==> src/rtl/iir_mac_scheduler.sv <==
// Time-multiplexed biquad controller: NCH channels share one signed 16x16 MAC, 5 taps + writeback each.
// Optional IIR_SCHED_SAT_EN: writeback clamps to 16 bits instead of wrapping.
module iir_mac_scheduler #(
    parameter int NCH       = 2,
    parameter int COEF_FRAC = 14
) (
    input  logic                        clk,
    input  logic                        reset,
    input  logic                        i_sample_valid,
    input  logic [16*NCH-1:0]           i_sample_in,
    input  logic [2:0]                  i_scale,
    input  logic                        i_cfg_we,
    input  logic [$clog2(5*NCH)-1:0]    i_cfg_addr,
    input  logic signed [15:0]          i_cfg_data,
    output logic                        o_busy,
    output logic                        o_out_valid,
    output logic [16*NCH-1:0]           o_audio_out,
    output logic                        o_overrun
);
    localparam int NREG = 5 * NCH;
    localparam int AW   = $clog2(NREG);
    localparam int CHW  = (NCH > 1) ? $clog2(NCH) : 1;

    typedef enum logic [1:0] {S_IDLE, S_MAC, S_WB, S_DONE} state_t;

    state_t             r_state;
    logic [CHW-1:0]     r_ch;
    logic [2:0]         r_tap;
    logic signed [19:0] r_acc;
    logic               r_out_valid;
    logic               r_overrun;
    logic signed [15:0] r_coef [NREG];
    logic signed [15:0] r_x0 [NCH];
    logic signed [15:0] r_x1 [NCH];
    logic signed [15:0] r_x2 [NCH];
    logic signed [15:0] r_y1 [NCH];
    logic signed [15:0] r_y2 [NCH];

    logic [AW-1:0]      w_cidx;
    logic signed [15:0] w_coef;
    logic signed [15:0] w_v;
    logic signed [31:0] w_prod;
    logic signed [19:0] w_term;
    logic signed [15:0] w_y;

    function automatic logic signed [15:0] f_wb(input logic signed [19:0] acc,
                                                input logic [2:0] sh);
        logic signed [22:0] t;
        t = 23'(acc) <<< sh;
`ifdef IIR_SCHED_SAT_EN
        if (t > 23'sd32767)
            return 16'sh7FFF;
        else if (t < -23'sd32768)
            return 16'sh8000;
        else
            return t[15:0];
`else
        return t[15:0];
`endif
    endfunction

    assign w_cidx = AW'(r_ch) * AW'(5) + AW'(r_tap);
    assign w_coef = r_coef[w_cidx];

    always_comb begin
        w_v = '0;
        case (r_tap)
            3'd0:    w_v = r_x0[r_ch];
            3'd1:    w_v = r_x1[r_ch];
            3'd2:    w_v = r_x2[r_ch];
            3'd3:    w_v = r_y1[r_ch];
            3'd4:    w_v = r_y2[r_ch];
            default: w_v = '0;
        endcase
    end

    assign w_prod = 32'(w_coef) * 32'(w_v);
    assign w_term = 20'(w_prod >>> COEF_FRAC);
    assign w_y    = f_wb(r_acc, i_scale);

    always_ff @(posedge clk) begin
        if (reset) begin
            r_state     <= S_IDLE;
            r_ch        <= '0;
            r_tap       <= '0;
            r_acc       <= '0;
            r_out_valid <= 1'b0;
            r_overrun   <= 1'b0;
            for (int i = 0; i < NREG; i++)
                r_coef[i] <= '0;
            for (int c = 0; c < NCH; c++) begin
                r_x0[c] <= '0;
                r_x1[c] <= '0;
                r_x2[c] <= '0;
                r_y1[c] <= '0;
                r_y2[c] <= '0;
            end
        end else begin
            r_out_valid <= 1'b0;
            if (i_sample_valid && r_state != S_IDLE)
                r_overrun <= 1'b1;
            // Writes land while idle, including the edge that accepts a sample.
            if (i_cfg_we && r_state == S_IDLE && i_cfg_addr < AW'(NREG))
                r_coef[i_cfg_addr] <= i_cfg_data;
            case (r_state)
                S_IDLE: begin
                    if (i_sample_valid) begin
                        for (int c = 0; c < NCH; c++)
                            r_x0[c] <= $signed(i_sample_in[16*c +: 16]);
                        r_ch    <= '0;
                        r_tap   <= '0;
                        r_acc   <= '0;
                        r_state <= S_MAC;
                    end
                end
                S_MAC: begin
                    r_acc <= r_acc + w_term;
                    if (r_tap == 3'd4)
                        r_state <= S_WB;
                    else
                        r_tap <= r_tap + 3'd1;
                end
                S_WB: begin
                    r_x2[r_ch] <= r_x1[r_ch];
                    r_x1[r_ch] <= r_x0[r_ch];
                    r_y2[r_ch] <= r_y1[r_ch];
                    r_y1[r_ch] <= w_y;
                    if (r_ch == CHW'(NCH - 1)) begin
                        r_state     <= S_DONE;
                        r_out_valid <= 1'b1;
                    end else begin
                        r_ch    <= r_ch + CHW'(1);
                        r_tap   <= '0;
                        r_acc   <= '0;
                        r_state <= S_MAC;
                    end
                end
                S_DONE:  r_state <= S_IDLE;
                default: r_state <= S_IDLE;
            endcase
        end
    end

    // The newest output of each channel is exactly its y1 history entry.
    for (genvar g = 0; g < NCH; g++) begin : g_out
        assign o_audio_out[16*g +: 16] = r_y1[g];
    end

    assign o_busy      = (r_state != S_IDLE);
    assign o_out_valid = r_out_valid;
    assign o_overrun   = r_overrun;
endmodule

==> config.mk <==
export PLATFORM = sky130hd
export DESIGN_NAME = iir_mac_scheduler
export DESIGN_NICKNAME = d
export VERILOG_FILES = /design/src/rtl/iir_mac_scheduler.sv
export SDC_FILE = /design/constraint.sdc
export NUM_CORES = 1
export LEC_CHECK = 0
export CORE_MARGIN = 8
export CORE_UTILIZATION = 60
export DETAILED_ROUTE_END_ITERATION = 10
export PLACE_DENSITY = 0.81
export SLEW_MARGIN = 10
export SYNTH_ARGS = -nofsm -noshare
export SYNTH_HDL_FRONTEND = slang
export SYNTH_SLANG_ARGS = --single-unit
==> constraint.sdc <==
create_clock -name clk -period 11.6 [get_ports clk]
set_input_delay 2.9 -clock clk [delete_from_list [all_inputs] [get_ports clk]]
set_output_delay 2.9 -clock clk [all_outputs]
set_load 0.1 [all_outputs]
==> results of run 1 <==
[layout by cell type (no fill, tap or decap), types with 25 or more instances in the layout]
master,n
mux2i_1,107
o22ai_1,27
nand3_1,25
a21oi_1,34
mux4_2,70
nor2_1,397
and2_1,57
ha_1,99
nor2b_1,52
inv_1,317
conb_1,96
clkdlybuf4s50_1,93
edfxtp_1,416
xnor2_1,30
nand2_1,166
nand2b_1,53
fa_1,248
clkbuf_16,45
buf_4,38
[cell families after synthesis]
family          Yosys count  share of synthesized area (%)
compound gates          158                           3.80
buf+inv                 427                           5.73
xor+xnor                 45                           1.46
mux                     184                           9.46
fa+ha+maj               349                           21.6
other cells               1                         0.0130
simple gates            813                           12.8
flops                   441                           45.1
[flip-flops by register name, indices dropped and copies added (netlist names), named ones only]
signal and flops:
r_ch 1, r_coef 256, r_x1 32, r_state 2, r_acc 16, r_y2 32, o_out_valid 1, r_x2 32
r_tap 3, r_x0 32, r_y1 32, o_overrun 1
[path summary, 6_finish.rpt]
| path | slack [ns] | startpoint | end |
|---|---|---|---|
| max | 1.03 | r_tap[0] | r_acc[15] |
| min | 0.50 | o_overrun | o_overrun |
| max reg2reg | 1.03 | r_tap[0] | r_acc[15] |
| min reg2reg | 0.50 | o_overrun | o_overrun |
[worst max-delay path: cells and delay by family, from the launching register on]
family	cells	cell delay [ns]
AO/OA/AOI/OAI	13	2.55
XOR/XNOR	3	0.40
adder cells (fa/ha/maj)	9	4.27
buffers and inverters	5	0.60
flip-flops	1	0.38
multiplexers	1	0.55
AND/OR/NAND/NOR	7	1.60
[layer usage]
metal	track usage, %	up-vias	share of wire [%]
met1	29.6	9494	37
li1	-	8302	-
met2	43.5	983	51
met3	4.34	215	7.9
met5	0	-	0
met4	10.9	0	4.4
[power by group]
| part | internal, mW | switching (mW) | leakage, nW |
|---|---|---|---|
| Combinational | 1.52 | 2.01 | 7.81 |
| Sequential | 1.82 | 0.0324 | 4.54 |
| Clock | 0.927 | 0.623 | 0.781 |
[through the flow]
| stage | instance area, sq um | cells | util, % |
|---|---|---|---|
| 6_report | 32400 | 3231 | 68.1 |
| 5_1_grt | 32400 | 3231 | 68.1 |
| 4_1_cts | 32400 | 3231 | 68.1 |
| 3_5_place_dp | 30800 | 3149 | 64.8 |
| 3_3_place_gp | 30800 | 3149 | 64.8 |
| 2_1_floorplan | 29200 | 2513 | - |
[area by class of cell]
type	instances	area [sq um]	share of cell area [%]
multi-input combinational	1645	14600	45.1
sequential	441	13000	40.1
timing repair buffer	131	1220	3.76
inverter	317	1190	3.67
clock buffer	50	1150	3.57
tap	615	769	2.38
clock inverter	32	442	1.36
==> results.sh, run 1 <==
export IMPL_status="finished, final reports clean"
export IMPL_clk_latency_ns=0.59
export IMPL_cts_resized=0
export IMPL_tns_ns=0
export IMPL_io_pins=94
export IMPL_cts_sinks=441
export IMPL_worstPathMaxFanout=43
export IMPL_drc=0
export IMPL_crit_type="register to register"
export IMPL_die_area_sq_um=55300
export IMPL_cts_buffers=45
export IMPL_syn_area_sq_um=28800
export IMPL_grt_overflow_total=0
export IMPL_via_per_inst=5.88
export IMPL_critPathMaxStageDelay_ns=0.85
export IMPL_synth_main_ff_cell="edfxtp_1"
export IMPL_grt_pass1_wl_um=109000
export IMPL_critPathLaunchType="register"
export IMPL_finalWirelength_um=68500
export IMPL_powerDensity_nw_per_um2=214
export IMPL_core_area_sq_um=47500
export IMPL_max_freq_mhz=94.6
export IMPL_grt_util_all_layers_pct=24.7
export IMPL_maxCapViolations=0
export IMPL_start_util_pct=60.6
export IMPL_synth_edff_count=416
export IMPL_setup_ws_ns=1.03
export IMPL_clk_pin_slew_worst_paths_ns=0.06
export IMPL_hold_path_depth=2
export IMPL_syn_inst=2418
export IMPL_avgRoutedWirePerCell_um=21.2
export IMPL_synthArstFlopShare_pct=0
export IMPL_cp_arrival_ns=11.03
export IMPL_ir_drop_mv=0.242
export IMPL_hpwl_um=48400
export IMPL_yosysTopAreaCell="edfxtp_1"
export IMPL_dieHeight_um=235
export IMPL_grt_setup_unrepaired="no"
export IMPL_htree_num_levels=2
export IMPL_ys_types=70
export IMPL_antennaDiodeCount=0
export IMPL_drv_slew=0
export IMPL_cts_buffer_depth=3
export IMPL_cp_data_required_time_ns=12.06
export IMPL_critPathSlowestCell="ha_4"
export IMPL_cts_root_buf="clkbuf_16"
export IMPL_io_buffers=93
export IMPL_synth_common_cells="edfxtp_1, nor2_1, inv_1"
export IMPL_cp_end_kind="register"
export IMPL_dp_slack_ns=0.999
export IMPL_fin_crit_sh_pct=91.1
export IMPL_setup_viol=0
export IMPL_tightest_slew_ns=1.19
export IMPL_cts_hold_fix_buffers=0
export IMPL_antenna_found_initial=0
export IMPL_synth_avg_cell_area_sq_um=11.9
export IMPL_synth_top_cell_area_share_pct=43.4
export IMPL_vias=18994
export IMPL_cts_tree="built"
export IMPL_cp_common_cell="fa_1"
export IMPL_period_needed_ns=10.57
export IMPL_ys_ff_latch=441
export IMPL_total_power_mw=6.92
export IMPL_max_slew_margin_pct=20.5
export IMPL_dr_pass1_iters=5
export IMPL_yosys_warnings=0
export IMPL_grt_max_degree=66
export IMPL_hold_ws_ns=0.504
export IMPL_yosysMostFrequentCell="edfxtp_1"
export IMPL_nNetsFinal=2989
export IMPL_nFillCells=3272
export IMPL_drive_above_1_share_pct=8.91
export IMPL_skew_ns=0.0294
export IMPL_finalHoldViolations=0
export IMPL_syn_to_final_growth_pct=12.4
export IMPL_hold_class="register to register"
export IMPL_die_x_um=235
export IMPL_reg2reg_depth=38
export IMPL_antenna_left=0
export IMPL_cts_setup_buffers=0
export IMPL_drt_iter0_markers=1896
export IMPL_ys_seq_area_share_pct=45.1
export IMPL_p_leak_nw=13.1
export IMPL_gp_congestion=0.882
export IMPL_synthTopCellsByArea="edfxtp_1, fa_1, mux4_2, nor2_1, ha_1"
export IMPL_grt_pass1_vias=20191
export IMPL_rows=80
No activity file was read; power rests on OpenSTA's default activity.
==> inputs of run 2 (changes only) <==
--- a/config.mk
+++ b/config.mk
@@ -8,6 +8,7 @@
 export CORE_MARGIN = 8
 export CORE_UTILIZATION = 60
 export DETAILED_ROUTE_END_ITERATION = 10
+export GPL_TIMING_DRIVEN = 0
 export PLACE_DENSITY = 0.81
 export SLEW_MARGIN = 10
 export SYNTH_ARGS = -nofsm -noshare
==> constraint.sdc (replaced) <==
create_clock -name clk -period 11.2 [get_ports clk]
set_input_delay 2.8 -clock clk [delete_from_list [all_inputs] [get_ports clk]]
set_output_delay 2.8 -clock clk [all_outputs]
set_load 0.1 [all_outputs]
==> run 2 against run 1 <==
Critical path depth shrank 1. Combinational power is 12% higher. Cell area increased by 0.96%. Critical path type unchanged. Highest routed layer unchanged. Count of clock-buffer cells in the layout grew 7. Hold slack better by 0.0050 ns. Die area unchanged. Global-route usage grew 2.3 points. Via count rose by 3.2%. Sequential power increased by 4%. Final cell count rose by 2.4%. Register-to-register slack got worse by 0.61 ns. Maximum frequency is 1.9% lower.
==> results.sh, run 2 (synthesis gave the netlist of run 1 again) <==
export IMPL_status="finished, final reports clean"
export IMPL_drc=0
export IMPL_syn_to_final_growth_pct=13.5
export IMPL_vias=19601
export IMPL_gr_max_usage_layer="met2"
export IMPL_cp_common_cell="fa_1"
export IMPL_powerDensity_nw_per_um2=223
export IMPL_antenna_found_initial=1
export IMPL_clk_pin_slew_worst_paths_ns=0.06
export IMPL_critPathMaxStageDelay_ns=0.80
export IMPL_avgRoutedWirePerCell_um=22.9
export IMPL_largest_reg_flops=256
export IMPL_cts_hold_fix_buffers=0
export IMPL_finalWirelength_um=75900
export IMPL_grt_overflow_total=0
export IMPL_use_met2_pct=45.9
export IMPL_nFillCells=3266
export IMPL_max_slew_margin_pct=17.1
export IMPL_placed_area_sq_um=31000
export IMPL_cp_data_required_time_ns=11.65
export IMPL_setup_ws_ns=0.429
export IMPL_fin_cells=3309
export IMPL_drt_iter0_markers=1968
export IMPL_io_pins=94
export IMPL_fin_crit_sh_pct=96.2
export IMPL_gp_congestion=0.931
export IMPL_rows=80
export IMPL_cts_sinks=441
export IMPL_maxCapViolations=0
export IMPL_cp_end_kind="register"
export IMPL_core_area_sq_um=47500
export IMPL_drive_above_1_share_pct=9.02
export IMPL_multi_input_area_sq_um=14700
export IMPL_grt_util_all_layers_pct=27.1
export IMPL_finalHoldViolations=0
export IMPL_die_area_sq_um=55300
export IMPL_io_buffers=88
export IMPL_tightest_slew_ns=1.23
export IMPL_use_met1_pct=32.7
export IMPL_cp_arrival_ns=11.22
export IMPL_critPathSlowestCell="a211oi_2"
export IMPL_grtUsageMet3_pct=5.57
export IMPL_tns_ns=0
export IMPL_max_freq_mhz=92.8
export IMPL_grt_setup_unrepaired="no"
export IMPL_post_place_cells=3223
export IMPL_dp_slack_ns=-0.987
export IMPL_antenna_left=0
export IMPL_mostFrequentLayoutCells="edfxtp_1, nor2_1, inv_1"
export IMPL_design_area_sq_um=32700
export IMPL_cts_root_buf="clkbuf_16"
export IMPL_hold_class="register to register"
export IMPL_start_util_pct=60.6
export IMPL_seq_area_sq_um=13000
export IMPL_final_common_cell="edfxtp_1"
export IMPL_die_x_um=235
export IMPL_period_needed_ns=10.77
export IMPL_grt_max_degree=62
export IMPL_ir_drop_mv=0.222
export IMPL_cts_tree="built"
export IMPL_hold_ws_ns=0.509
export IMPL_cts_buffers=44
export IMPL_worstPathMaxFanout=10
export IMPL_via_per_inst=5.92
export IMPL_setup_viol=0
export IMPL_htree_num_levels=2
export IMPL_p_leak_nw=13.2
export IMPL_hpwl_um=56500
export IMPL_critical_path_top_delay_family="adder cells"
export IMPL_clk_latency_ns=0.56
export IMPL_cts_buffer_depth=3
export IMPL_largest_register="r_coef"
export IMPL_crit_type="register to register"
export IMPL_critPathBufInv=6
export IMPL_grt_pass1_wl_um=116000
export IMPL_grt_pass1_vias=20880
export IMPL_dieHeight_um=235
export IMPL_nNetsFinal=3069
export IMPL_drv_slew=0
export IMPL_critPathLaunchType="register"
export IMPL_skew_ns=0.0272
export IMPL_dr_pass1_iters=6
[run 2: layer usage]
layer / vias to the layer above / share of wire (%)
li1: 8473 / -
met5: - / 0
met2: 1177 / 49
met3: 277 / 9.5
met1: 9674 / 36
met4: 0 / 6.1
[run 2: path summary, 6_finish.rpt]
| check | depth (start not counted) | slack, ns | endpoint | from |
|---|---|---|---|---|
| worst min-delay path | 2 | 0.51 | o_overrun | o_overrun |
| worst min register to register | 2 | 0.51 | o_overrun | o_overrun |
| worst max-delay path | 37 | 0.43 | r_acc[15] | register |
| worst max register to register | 37 | 0.43 | r_acc[15] | register |
[run 2: what timing repair did]
| item | 4_1_cts | 5_1_grt |
|---|---|---|
| gates resized for setup | 21 | 71 |
| hold endpoints to repair | 0 | 0 |
| endpoints found under the setup margin | 9 | 6 |
| setup buffers | 1 | 10 |
| cloned | 0 | 1 |
| pin swaps | 1 | 4 |
[run 2: power breakdown]
group | internal (mW) | switching (mW) | total, mW | leakage [nW]
Clock | 0.798 | 0.613 | 1.41 | 0.655
Combinational | 1.63 | 2.32 | 3.96 | 8.04
Sequential | 1.88 | 0.0341 | 1.92 | 4.54
[run 2: final cells by class]
class,instances,area share (%)
clock inverters,21,0.555
plain buffers,105,1.68
inverters,317,3.64
flip-flops and latches,441,39.7
multi-input cells,1646,45.0
well taps,615,2.35
repair buffers,106,3.39
diodes,1,0.00765
clock buffers,57,3.64
[run 2: worst register-to-register path, delay by kind of cell, from the launching register on]
| family | cells | cell delay (ns) |
|---|---|---|
| fa+ha+maj | 8 | 3.74 |
| compound gates | 15 | 3.37 |
| buf+inv | 6 | 1.60 |
| simple gates | 4 | 0.64 |
| mux | 1 | 0.63 |
| xor+xnor | 3 | 0.42 |
| flops | 1 | 0.31 |
[run 2: through the flow]
stage          util [%]  total power [mW]
6_report           68.8              7.28
4_1_cts            68.3              7.20
3_5_place_dp       65.2              5.79
3_3_place_gp       64.8              5.63
5_1_grt            68.8              7.77
2_1_floorplan         -              4.79
==> inputs of run 3 (changes only) <==
--- a/config.mk
+++ b/config.mk
@@ -10,6 +10,7 @@
 export DETAILED_ROUTE_END_ITERATION = 10
 export GPL_TIMING_DRIVEN = 0
 export PLACE_DENSITY = 0.81
+export SKIP_LAST_GASP = 1
 export SLEW_MARGIN = 10
 export SYNTH_ARGS = -nofsm -noshare
 export SYNTH_HDL_FRONTEND = slang
==> results of run 3 <==
Final layout, timing and power as in run 2 (identical DEF).
